$ cat src/rtl/mem_stage_pipe.sv
// MEM stage: holds one instruction and waits on data-SRAM data_ok. A load leaves in the cycle its response arrives.
// Backpressure: ws_allowin low parks the instruction and buffers its response. Responses owned by flushed loads are counted and discarded.
module mem_stage_pipe #(
    parameter int PC_W   = 32,
    parameter int DATA_W = 32,
    parameter int RF_AW  = 5,
    parameter int DROP_W = 2
) (
    input  logic              clk,
    input  logic              resetn,
    input  logic              flush,
    input  logic              es2ms_valid,
    output logic              ms_allowin,
    input  logic [PC_W-1:0]   es_pc,
    input  logic [DATA_W-1:0] es_alu_result,
    input  logic              es_rf_we,
    input  logic [RF_AW-1:0]  es_rf_waddr,
    input  logic              es_res_from_mem,
    input  logic              es_mem_req,
    input  logic [2:0]        es_ld_op,
    input  logic              data_sram_data_ok,
    input  logic [DATA_W-1:0] data_sram_rdata,
    output logic              ms2ws_valid,
    input  logic              ws_allowin,
    output logic [PC_W-1:0]   ms_pc,
    output logic              ms_rf_we,
    output logic [RF_AW-1:0]  ms_rf_waddr,
    output logic [DATA_W-1:0] ms_rf_wdata,
    output logic              ms_fwd_valid,
    output logic              ms_ld_busy
);

    localparam logic [2:0] LD_LB  = 3'd1;
    localparam logic [2:0] LD_LBU = 3'd2;
    localparam logic [2:0] LD_LH  = 3'd3;
    localparam logic [2:0] LD_LHU = 3'd4;

    logic              ms_valid;
    logic [PC_W-1:0]   pc_r;
    logic [DATA_W-1:0] alu_r;
    logic              rf_we_r;
    logic [RF_AW-1:0]  waddr_r;
    logic              res_from_mem_r;
    logic              mem_req_r;
    logic [2:0]        ld_op_r;
    logic              buf_valid;
    logic [DATA_W-1:0] buf_dat;
    logic [DROP_W-1:0] drop_cnt;

    logic drop_pending, resp_take, ms_ready_go, ms_leave, es_accept;
    logic buf_fill, drop_inc, drop_dec;

    // A response is ours only when no flushed request is still ahead of it.
    assign drop_pending = (drop_cnt != '0);
    assign resp_take    = data_sram_data_ok & ~drop_pending;
    assign ms_ready_go  = ~mem_req_r | buf_valid | resp_take;
    assign ms_allowin   = ~ms_valid | (ms_ready_go & ws_allowin);
    assign ms2ws_valid  = ms_valid & ms_ready_go & ~flush;
    assign ms_leave     = ms2ws_valid & ws_allowin;
    assign es_accept    = es2ms_valid & ms_allowin & ~flush;
    assign buf_fill     = resp_take & ms_valid & mem_req_r & ~buf_valid & ~ws_allowin & ~flush;
    assign drop_inc     = flush & ms_valid & mem_req_r & ~buf_valid & ~resp_take;
    assign drop_dec     = data_sram_data_ok & drop_pending;

    always_ff @(posedge clk) begin
        if (!resetn) begin
            ms_valid       <= 1'b0;
            pc_r           <= '0;
            alu_r          <= '0;
            rf_we_r        <= 1'b0;
            waddr_r        <= '0;
            res_from_mem_r <= 1'b0;
            mem_req_r      <= 1'b0;
            ld_op_r        <= '0;
            buf_valid      <= 1'b0;
            buf_dat        <= '0;
            drop_cnt       <= '0;
        end else begin
            if (flush)
                ms_valid <= 1'b0;
            else if (ms_allowin)
                ms_valid <= es2ms_valid;

            if (es_accept) begin
                pc_r           <= es_pc;
                alu_r          <= es_alu_result;
                rf_we_r        <= es_rf_we;
                waddr_r        <= es_rf_waddr;
                res_from_mem_r <= es_res_from_mem;
                mem_req_r      <= es_mem_req;
                ld_op_r        <= es_ld_op;
            end

            if (flush || es_accept || ms_leave)
                buf_valid <= 1'b0;
            else if (buf_fill)
                buf_valid <= 1'b1;

            if (buf_fill)
                buf_dat <= data_sram_rdata;

            case ({drop_inc, drop_dec})
                2'b10:   drop_cnt <= drop_cnt + 1'b1;
                2'b01:   drop_cnt <= drop_cnt - 1'b1;
                default: drop_cnt <= drop_cnt;
            endcase
        end
    end

    logic [DATA_W-1:0] raw;
    logic [7:0]        byte_sel;
    logic [15:0]       half_sel;
    logic [DATA_W-1:0] ld_data;

    always_comb begin
        raw      = buf_valid ? buf_dat : data_sram_rdata;
        byte_sel = raw[{alu_r[1:0], 3'b000} +: 8];
        half_sel = raw[{alu_r[1], 4'b0000} +: 16];
        case (ld_op_r)
            LD_LB:   ld_data = {{(DATA_W-8){byte_sel[7]}}, byte_sel};
            LD_LBU:  ld_data = {{(DATA_W-8){1'b0}}, byte_sel};
            LD_LH:   ld_data = {{(DATA_W-16){half_sel[15]}}, half_sel};
            LD_LHU:  ld_data = {{(DATA_W-16){1'b0}}, half_sel};
            default: ld_data = raw;
        endcase
    end

    assign ms_pc        = pc_r;
    assign ms_rf_we     = ms_valid & rf_we_r;
    assign ms_rf_waddr  = waddr_r;
    assign ms_rf_wdata  = res_from_mem_r ? ld_data : alu_r;
    assign ms_fwd_valid = ms_rf_we & ms_ready_go;
    assign ms_ld_busy   = ms_valid & res_from_mem_r & ~ms_ready_go;

endmodule
$ cat config.mk
export PLATFORM = sky130hd
export DESIGN_NAME = mem_stage_pipe
export DESIGN_NICKNAME = d
export VERILOG_FILES = /design/src/rtl/mem_stage_pipe.sv
export SDC_FILE = /design/constraint.sdc
export NUM_CORES = 1
export LEC_CHECK = 0
export BUFFER_PORTS_ARGS = -buffer_cell sky130_fd_sc_hd__buf_2
export CAP_MARGIN = 20
export CORE_MARGIN = 10
export CORE_UTILIZATION = 30
export DETAILED_ROUTE_END_ITERATION = 10
export PLACE_DENSITY = 0.5
export SLEW_MARGIN = 40
export SYNTH_ARGS = -nofsm -noshare
export SYNTH_HDL_FRONTEND = slang
export SYNTH_SLANG_ARGS = --single-unit
$ cat constraint.sdc
create_clock -name clk -period 3 [get_ports clk]
set_input_delay 0.75 -clock clk [delete_from_list [all_inputs] [get_ports clk]]
set_output_delay 0.75 -clock clk [all_outputs]
set_load 0.02 [all_outputs]
Word level (Yosys, flattened, before mapping)
Cells that the tools add are included.
- register bits after elaboration: 111
- bits of input ports: 113
- output and inout bits: 74
- logic and storage cells: 64
- add/subtract/negate cells: 2
- equal/unequal tests: 6
- shift operators: 2
- muxes and demuxes: 4
- bitwise gates (word level): 33
- reductions and logical operators: 6
- operator list (cell ; number):
    one-hot mux 32 bit (4 select lines) ; 1
    2-to-1 mux 32 bit ; 2
    variable part select 32 x 6 -> 16 bit ; 1
    variable part select 32 x 6 -> 8 bit ; 1
    bitwise AND 1 bit ; 21
    inverter 1 bit ; 9
    == test 3 x 2 -> 1 bit, second input constant ; 2
    one-hot mux 2 bit (2 select lines) ; 1
    nonzero test 2 bit ; 2
    OR reduction 2 bit ; 2
    == test 3 x 1 -> 1 bit, second input constant ; 1
    == test 3 bit, second input constant ; 1
    bitwise OR 1 bit ; 3
    adder 2 x 1 -> 2 bit, second input constant ; 1
    == test 2 x 1 -> 1 bit, second input constant ; 1
    == test 2 bit, second input constant ; 1
    logical OR 1 bit ; 2
    subtractor 2 x 1 -> 2 bit, second input constant ; 1

Depth between registers and ports, before layout
Gate-level depths: netlist of run 1.
- depth in word-level cells: 11
- depth in mapped cells: 8
- gate-level depth less buffers: 7

Worst setup path before layout of run 1
OpenSTA, ideal clock, no wires.
- path kind: input port to output port
- start: input data_sram_rdata[7]
- end: output ms_rf_wdata[22]
- arrival time: 1912 ps
- data required time: 2250 ps
- setup slack: 338 ps
- stages: 6
- buffers on the path: 1
- cell sequence: mux2_4 -> mux2_2 -> nand2_1 -> a21oi_2 -> buf_6 -> a221o_1
- cells in the longest elaborated chain, start to end: 4
- ends and longest elaborated chain (element ; RTL line ; text):
    start: declaration ; 22 ; input logic [DATA_W-1:0] data_sram_rdata,
    2-to-1 mux 32 bit ; 116 ; raw = buf_valid ? buf_dat : data_sram_rdata;
    variable part select 32 x 6 -> 8 bit ; 117 ; byte_sel = raw[{alu_r[1:0], 3'b000} +: 8];
    one-hot mux 32 bit (4 select lines) ; 119 ; case (ld_op_r)
    2-to-1 mux 32 bit ; 131 ; assign ms_rf_wdata = res_from_mem_r ? ld_data : alu_r;
    end: declaration ; 28 ; output logic [DATA_W-1:0] ms_rf_wdata,
No other way between the ends.

Final worst setup path of run 1
- start: register alu_r[1]
- end: output ms_rf_wdata[4]
- cells in the longest elaborated chain, start to end: 3
- elaborated cells between the ends (all ways): 4
- classes of those cells: shift (2); mux (2)
- ends and longest elaborated chain (element ; RTL line ; text):
    start: declaration ; 40 ; logic [DATA_W-1:0] alu_r;
    start signal: assignment ; 86 ; alu_r <= es_alu_result;
    variable part select 32 x 6 -> 16 bit / variable part select 32 x 6 -> 8 bit (equally long branches) ; 118, 117 ;
    one-hot mux 32 bit (4 select lines) (*) ; 119 ;
    2-to-1 mux 32 bit (*) ; 131 ;
Mark *: on every way between the ends. The rest lies on a longest branch, timed or not.

==> results of run 1 <==
[final timing paths]
kind	startpoint	endpoint	slack, ns	depth (start not counted)
hold reg to reg	ms_rf_waddr[4]$_SDFFE_PN0P_	ms_rf_waddr[4]$_SDFFE_PN0P_	0.52	2
setup reg to reg	buf_valid$_SDFFE_PP0P_	drop_cnt[1]$_SDFFE_PN0P_	0.96	7
hold / removal	ms_rf_waddr[4]$_SDFFE_PN0P_	ms_rf_waddr[4]$_SDFFE_PN0P_	0.52	2
setup / recovery	alu_r[1]$_SDFFE_PN0P_	ms_rf_wdata[4]	-0.03	6
[stage by stage]
stage	TNS, ns	area (µm²)	power, mW
2_1_floorplan	0	5900	1.98
3_5_place_dp	-1.22	7180	2.23
3_3_place_gp	-0.362	7180	2.22
5_1_grt	-1.05	7680	3.60
6_report	-0.0733	7680	3.44
4_1_cts	-0.349	7600	3.47
[sequential cells by signal (all words and copies together), names as in the netlist]
signal          count
alu_r              32
buf_dat            32
buf_valid           1
drop_cnt            2
ld_op_r             3
mem_req_r           1
ms_pc              32
ms_rf_waddr         5
ms_valid            1
res_from_mem_r      1
rf_we_r             1
[worst register-to-register path: cells and delay by family, from the launching register on]
family / cells / cell delay [ns]
AO/OA/AOI/OAI: 1 / 0.17
adder cells (fa/ha/maj): 1 / 0.34
buffers and inverters: 1 / 0.17
flip-flops: 1 / 0.41
AND/OR/NAND/NOR: 4 / 0.87
[synth_stat cells (all sizes together)]
cell type  number
nor4bb          1
a221o          15
nand2b          5
o2bb2ai         2
o22ai           7
buf            28
o21a            2
a211o           1
nor3            6
a221oi          1
a31oi           2
and3b           1
xnor2           4
mux2           19
a21oi          20
nor2b         110
o21ai           3
maj3            1
and2            3
a21o            1
a222oi          6
inv             2
nor3b           2
nor4            1
nand3           1
dfxtp         111
and3            3
mux4           13
clkbuf         18
or3             1
mux2i         127
a311oi          2
a21boi          1
nor2           31
a22o            1
ha              1
xor2            1
nand2          15
[final cells by class]
cell class / count / area (µm²) / share of cell area
multi-input combinational: 410 / 3490 / 0.455
sequential: 111 / 2230 / 0.291
timing repair buffer: 218 / 1320 / 0.172
tap: 265 / 332 / 0.0432
clock buffer: 9 / 225 / 0.0293
clock inverter: 7 / 61.3 / 0.00799
inverter: 2 / 7.51 / 0.000978
antenna: 2 / 5.00 / 0.000652
[per-layer routing]
metal / track usage / up-vias / routed length (µm)
li1: - / 2393 / -
met1: 0.183 / 2310 / 8340
met2: 0.249 / 116 / 9680
met3: 0.0319 / 27 / 964
met4: 0.0593 / 4 / 451
met5: 0 / - / 28
[power by group]
group          switching (mW)  internal (mW)  leakage, nW
sequential             0.0330           1.52        0.906
combinational           0.359          0.310         1.97
clock                   0.632          0.585        0.141
total                    1.02           2.42         3.02
[cells by family after synthesis]
logic type,count (synthesis),synth area share
AO/OA/AOI/OAI,64,0.0821
XOR/XNOR,5,0.00742
adder cells (fa/ha/maj),2,0.00403
buffers and inverters,48,0.0496
flip-flops,111,0.377
multiplexers,159,0.303
AND/OR/NAND/NOR,180,0.178
[repair_timing]
item                       in CTS  in global routing
hold endpoints to repair        0                  0
pin swaps                       8                  6
setup buffers                   5                  1
setup endpoints to repair      29                 31
resized for setup              14                 26
cloned                          1                  0
==> results.json, run 1 <==
{
  "power_leakage_nw": 3.02,
  "cts_root_buf": "clkbuf_16",
  "routed_wl_mm": 19.5,
  "worst_pin_slew_ns": 0.491,
  "dr.pass1.iters": 5,
  "die_area_um2": 25700,
  "required_ns": 2.25,
  "period_minus_slack_ns": 3.03,
  "grt_pass1_wl_mm": 30.2,
  "core-area_um2": 19400,
  "fin_util": 0.396,
  "hold_buffers": 0,
  "numCtsBuffers": 9,
  "ys_types": 48,
  "grt_overflow": 0,
  "yosys_warnings": 0,
  "layout_commonest_cell": "buf_2",
  "cp_max_fo": 7,
  "routedWlPerCell_um": 19.0,
  "path_cells": "buf_12, buf_12, mux4_2, a222oi_1, a21oi_1, buf_2",
  "fp.dieW_um": 160,
  "fillers": 1998,
  "hold_viol": 0,
  "cap_violations": 0,
  "violations": "setup timing",
  "syn_avg_cell_area_um2": 10.4,
  "arrival_ns": 2.28,
  "ant_nets": 0,
  "vias": 4850,
  "run_status": "complete, but fails checks",
  "nets": 866,
  "finClkSkew_ns": 0.00662,
  "clkLatencyLatePin_ns": 0.36,
  "netlist.area_leader.share": 0.377,
  "remaining_drc_errors": 0,
  "crit_path_frequent_cell": "buf_12",
  "gp_congestion": 0.777,
  "rows": 51,
  "ys_ff_latch": 111,
  "critPathMaxStageDelay_ns": 0.50,
  "grtUsageTotal": 0.149,
  "cts.clk_slew.worst_paths_ns": 0.08,
  "fin_cells": 1024,
  "synth_nets": 683,
  "start_util": 0.304,
  "finalWorstSetupSlack_ns": -0.0324,
  "post-place-ws_ns": -0.0919,
  "cts_tree": "done",
  "yosysTopAreaCell": "dfxtp_1",
  "ys_top_cells_by_area": "dfxtp_1 (38%), mux2i_1 (22%), nor2b_1 (12%)",
  "drive_above_1_share": 0.391,
  "final-max-slew-violation-count": 0,
  "grt_pass1_vias": 5162,
  "hpwlAfterDp_mm": 14.8,
  "syn_area_um2": 5900,
  "min_path_type": "reg2reg",
  "powerDensity_nw_per_um2": 448,
  "whs_ns": 0.517,
  "ys_seq_area_frac": 0.377,
  "initialDrtViolationCount": 292,
  "crit_buf_inv": 3,
  "synth_cells": 569,
  "pin_count": 187,
  "worst_path_dominant_cell_family": "compound AO/OA/AOI/OAI gates",
  "cts.sinks": 111,
  "finalCritPeriodShare": 1.01,
  "area_growth_pct": 30.1,
  "dp.cells": 1000,
  "slowest_stage": "mux4_2",
  "max_freq_ghz": 0.330,
  "vias_per_cell": 4.74,
  "grt_max_degree": 61,
  "startpoint_type": "flip-flop",
  "grt_setup_unrepaired": "true",
  "mostFrequentLayoutCells": "buf_2 (176), mux2i_1 (126), nor2b_1 (109), dfxtp_1 (106), buf_4 (30)",
  "ctsLongestPathBuffers": 2,
  "setup_violations": 4,
  "htreeDepth": 3,
  "antenna_found_initial": 4,
  "path_class": "reg2out",
  "ir_drop_uv": 298,
  "die_height_um": 160,
  "slew_headroom": 0.672,
  "critPathCaptureType": "output port",
  "port_buffers": 186
}
(Power assumes the default switching activity.)
==> run 2, diff against run 1 <==
--- a/config.mk
+++ b/config.mk
@@ -5,7 +5,7 @@
 export SDC_FILE = /design/constraint.sdc
 export NUM_CORES = 1
 export LEC_CHECK = 0
-export BUFFER_PORTS_ARGS = -buffer_cell sky130_fd_sc_hd__buf_2
+export BUFFER_PORTS_ARGS = -buffer_cell sky130_fd_sc_hd__clkbuf_2
 export CAP_MARGIN = 20
 export CORE_MARGIN = 10
 export CORE_UTILIZATION = 30
==> results.json, run 2 (synthesis results as in run 1) <==
{
  "run_status": "complete, but fails checks",
  "violations": "setup timing",
  "grt_pass1_wl_mm": 30.2,
  "remaining_drc_errors": 0,
  "slowest_stage": "mux4_2",
  "min_path_type": "reg2reg",
  "routedWlPerCell_um": 18.9,
  "dp.cells": 1002,
  "htreeDepth": 3,
  "mostFrequentLayoutCells": "clkbuf_2 (165), mux2i_1 (127), nor2b_1 (109), dfxtp_1 (106), buf_4 (32)",
  "cp_max_fo": 6,
  "critPathMaxStageDelay_ns": 0.54,
  "cap_violations": 0,
  "layout_commonest_cell": "clkbuf_2",
  "arrival_ns": 2.29,
  "drive_above_1_share": 0.391,
  "fillers": 2004,
  "path_class": "reg2out",
  "max_freq_ghz": 0.329,
  "cts_root_buf": "clkbuf_16",
  "grtUsageTotal": 0.148,
  "period_minus_slack_ns": 3.04,
  "critPathCaptureType": "output port",
  "dr.pass1.iters": 6,
  "nets": 871,
  "cts.sinks": 111,
  "finalWorstSetupSlack_ns": -0.0365,
  "worst_pin_slew_ns": 0.562,
  "final_cell_area_um2": 7770,
  "die_area_um2": 25700,
  "ant_nets": 0,
  "core-area_um2": 19400,
  "power_leakage_nw": 3.05,
  "fp.dieW_um": 160,
  "vias_per_cell": 4.78,
  "start_util": 0.304,
  "path_cells": "buf_12, buf_12, mux4_2, a222oi_1, a21oi_1, buf_2",
  "powerDensity_nw_per_um2": 459,
  "hold_viol": 0,
  "grt_setup_unrepaired": "true",
  "cts_tree": "done",
  "ctsLongestPathBuffers": 2,
  "setup_violations": 2,
  "pin_count": 187,
  "crit_path_frequent_cell": "buf_12",
  "clkLatencyLatePin_ns": 0.35,
  "routed_wl_mm": 19.4,
  "final-max-slew-violation-count": 0,
  "hpwlAfterDp_mm": 14.8,
  "fin_cells": 1028,
  "cts.clk_slew.worst_paths_ns": 0.07,
  "finalCritPeriodShare": 1.01,
  "die_height_um": 160,
  "wl_met2_mm": 9.61,
  "antenna_found_initial": 1,
  "gp_congestion": 0.788,
  "vias": 4913,
  "met1_length_mm": 8.18,
  "numCtsBuffers": 9,
  "dpl_cell_area_um2": 7150,
  "area_growth_pct": 31.6,
  "finalSetupTns_ns": -0.0635,
  "finClkSkew_ns": 0.00572,
  "port_buffers": 186,
  "grt_max_degree": 51,
  "grt_overflow": 0,
  "grt_pass1_vias": 5174,
  "initialDrtViolationCount": 272,
  "worst_path_dominant_cell_family": "compound AO/OA/AOI/OAI gates",
  "required_ns": 2.25,
  "crit_buf_inv": 3,
  "post-place-ws_ns": -0.165,
  "slew_headroom": 0.625,
  "dr.max_layer_used": "met4",
  "startpoint_type": "flip-flop",
  "total_power_mw": 3.57,
  "rows": 51,
  "wl_met3_mm": 1.11,
  "ir_drop_uv": 313
}
-- run 2: report_power, final --
part	switching, mW	internal, mW
Combinational	0.359	0.314
Clock	0.580	0.759
Sequential	0.0344	1.52
Total	0.973	2.60
-- run 2: layout make-up --
cell class / instances / area (µm²) / share of cell area
repair buffers: 223 / 1370 / 0.176
diodes: 1 / 2.50 / 0.000322
multi-input cells: 410 / 3490 / 0.450
clock buffers: 10 / 239 / 0.0308
inverters: 2 / 7.51 / 0.000966
flip-flops and latches: 111 / 2230 / 0.288
clock inverters: 6 / 91.3 / 0.0118
well taps: 265 / 332 / 0.0427
-- run 2: worst paths after layout --
path / start / endpoint / slack (ns) / cells past startpoint
min: ms_rf_waddr[1]$_SDFFE_PN0P_ / ms_rf_waddr[1]$_SDFFE_PN0P_ / 0.52 / 2
max: alu_r[1]$_SDFFE_PN0P_ / ms_rf_wdata[4] / -0.04 / 6
max reg2reg: buf_valid$_SDFFE_PP0P_ / alu_r[4]$_SDFFE_PN0P_ / 0.95 / 7
min reg2reg: ms_rf_waddr[1]$_SDFFE_PN0P_ / ms_rf_waddr[1]$_SDFFE_PN0P_ / 0.52 / 2
-- run 2: per-stage QoR --
stage | hold slack [ns] | util
2_1_floorplan | 0.474 | -
4_1_cts | 0.526 | 0.396
3_5_place_dp | 0.504 | 0.369
5_1_grt | 0.550 | 0.400
6_report | 0.519 | 0.400
3_3_place_gp | 0.492 | 0.369
-- run 2: worst register-to-register path, delay by kind of cell, from the launching register on --
family / cells / cell delay (ns)
buffers and inverters: 2 / 0.64
flip-flops: 1 / 0.46
multiplexers: 1 / 0.32
AO/OA/AOI/OAI: 2 / 0.30
AND/OR/NAND/NOR: 2 / 0.22
-- run 2: routing by layer --
metal  track usage  vias to the layer above
met1         0.176                     2369
met5             0                        -
met4        0.0463                        0
met2         0.253                      121
met3        0.0429                       24
li1              -                     2399
-- run 2: what timing repair did --
| action | 4_1_cts | 5_1_grt |
|---|---|---|
| cloned | 1 | 1 |
| pin swaps | 6 | 7 |
| gates resized for setup | 15 | 43 |
| hold buffers | 0 | 0 |
| setup buffers | 7 | 1 |
| setup endpoints to repair | 30 | 31 |
==> run 3, diff against run 2 <==
--- a/config.mk
+++ b/config.mk
@@ -10,7 +10,8 @@
 export CORE_MARGIN = 10
 export CORE_UTILIZATION = 30
 export DETAILED_ROUTE_END_ITERATION = 10
-export PLACE_DENSITY = 0.5
+export PLACE_DENSITY = 0.62
+export SKIP_LAST_GASP = 1
 export SLEW_MARGIN = 40
 export SYNTH_ARGS = -nofsm -noshare
 export SYNTH_HDL_FRONTEND = slang
==> results.json, run 3 (synthesis results as in run 1) <==
{
  "finalWorstSetupSlack_ns": -0.0684,
  "run_status": "complete, but fails checks",
  "path_cells": "buf_12, mux4_2, a222oi_1, buf_4, a21oi_2, buf_4",
  "dpl_cell_area_um2": 7140,
  "total_power_mw": 3.44,
  "max_freq_ghz": 0.326,
  "remaining_drc_errors": 0,
  "worst_pin_slew_ns": 0.480,
  "ctsLongestPathBuffers": 2,
  "powerDensity_nw_per_um2": 449,
  "slew_headroom": 0.680,
  "dr.pass1.iters": 5,
  "nets": 865,
  "vias_per_cell": 4.66,
  "initialDrtViolationCount": 242,
  "cts_root_buf": "clkbuf_16",
  "finClkSkew_ns": 0.00433,
  "ant_nets": 0,
  "hold_viol": 0,
  "grt_pass1_wl_mm": 28.6,
  "startpoint_type": "flip-flop",
  "routedWlPerCell_um": 18.0,
  "finalSetupTns_ns": -0.513,
  "setup_violations": 22,
  "antenna_found_initial": 5,
  "numCtsBuffers": 9,
  "path_class": "reg2out",
  "fp.dieW_um": 160,
  "vias": 4758,
  "area_growth_pct": 29.7,
  "hpwlAfterDp_mm": 13.9,
  "die_area_um2": 25700,
  "arrival_ns": 2.32,
  "cts_tree": "done",
  "grtUsageTotal": 0.140,
  "fin_util": 0.394,
  "cp_max_fo": 5,
  "finalCritPeriodShare": 1.02,
  "period_minus_slack_ns": 3.07,
  "port_buffers": 186,
  "start_util": 0.304,
  "grt_setup_unrepaired": "true",
  "crit_path_frequent_cell": "buf_4",
  "grt_overflow": 0,
  "drive_above_1_share": 0.378,
  "mostFrequentLayoutCells": "clkbuf_2 (178), mux2i_1 (127), nor2b_1 (109), dfxtp_1 (107), nor2_1 (29)",
  "ir_drop_uv": 264,
  "clkLatencyLatePin_ns": 0.36,
  "required_ns": 2.25,
  "grt_max_degree": 62,
  "slowest_stage": "mux4_2",
  "cts.sinks": 111,
  "power_leakage_nw": 2.99,
  "core-area_um2": 19400,
  "final_cell_area_um2": 7650,
  "min_path_type": "reg2reg",
  "pin_count": 187,
  "critPathMaxStageDelay_ns": 0.56,
  "final-max-slew-violation-count": 0,
  "gp_congestion": 0.822,
  "layout_commonest_cell": "clkbuf_2",
  "htreeDepth": 3,
  "cts.clk_slew.worst_paths_ns": 0.07,
  "violations": "setup timing",
  "routed_wl_mm": 18.4,
  "critPathCaptureType": "output port",
  "grt_pass1_vias": 4904,
  "rows": 51,
  "die_height_um": 160,
  "post-place-ws_ns": -0.164,
  "cap_violations": 0
}
==> run 3: path summary, 6_finish.rpt <==
path                          startpoint                        to  slack, ns  cells after the start
setup reg to reg  buf_valid$_SDFFE_PP0P_  drop_cnt[1]$_SDFFE_PN0P_       1.00                      7
hold / removal      rf_we_r$_SDFFE_PN0P_      rf_we_r$_SDFFE_PN0P_       0.51                      2
hold reg to reg     rf_we_r$_SDFFE_PN0P_      rf_we_r$_SDFFE_PN0P_       0.51                      2
setup / recovery   alu_r[1]$_SDFFE_PN0P_            ms_rf_wdata[4]      -0.07                      6
==> run 3: what timing repair did <==
action                     CTS  global route
hold buffers                 0             0
setup endpoints to repair   30            31
resized for setup           10            20
pin swaps                    3             4
gates cloned                 1             1
setup buffers                4             2
==> run 3: stage by stage <==
step,hold slack (ns),std cells
after floorplan,0.474,569
after global placement,0.490,997
after detailed placement,0.503,997
after CTS,0.523,1018
after global routing,0.534,1021
final,0.512,1022
==> run 3: worst max-delay path, delay by kind of cell (launching register included) <==
kind            cells  cell delay (ns)
flops               1             0.41
mux                 1             0.56
buf+inv             3             0.50
compound gates      2             0.49
==> run 3: per-layer routing <==
metal,global-route usage,wire [µm]
met2,0.226,8670
met3,0.0573,1690
met4,0.0296,197
met1,0.170,7780
met5,0,53
==> run 3: final cells by class <==
class / instances / area, µm²
well taps: 265 / 332
flip-flops and latches: 111 / 2230
fillers: 2011 / 11700
inverters: 2 / 7.51
clock inverters: 5 / 58.8
repair buffers: 217 / 1330
diodes: 1 / 2.50
clock buffers: 11 / 233
multi-input cells: 410 / 3460
==> run 3: power breakdown <==
part	internal [mW]	switching (mW)
Clock	0.650	0.573
Combinational	0.308	0.350
Sequential	1.52	0.0340
Total	2.48	0.957
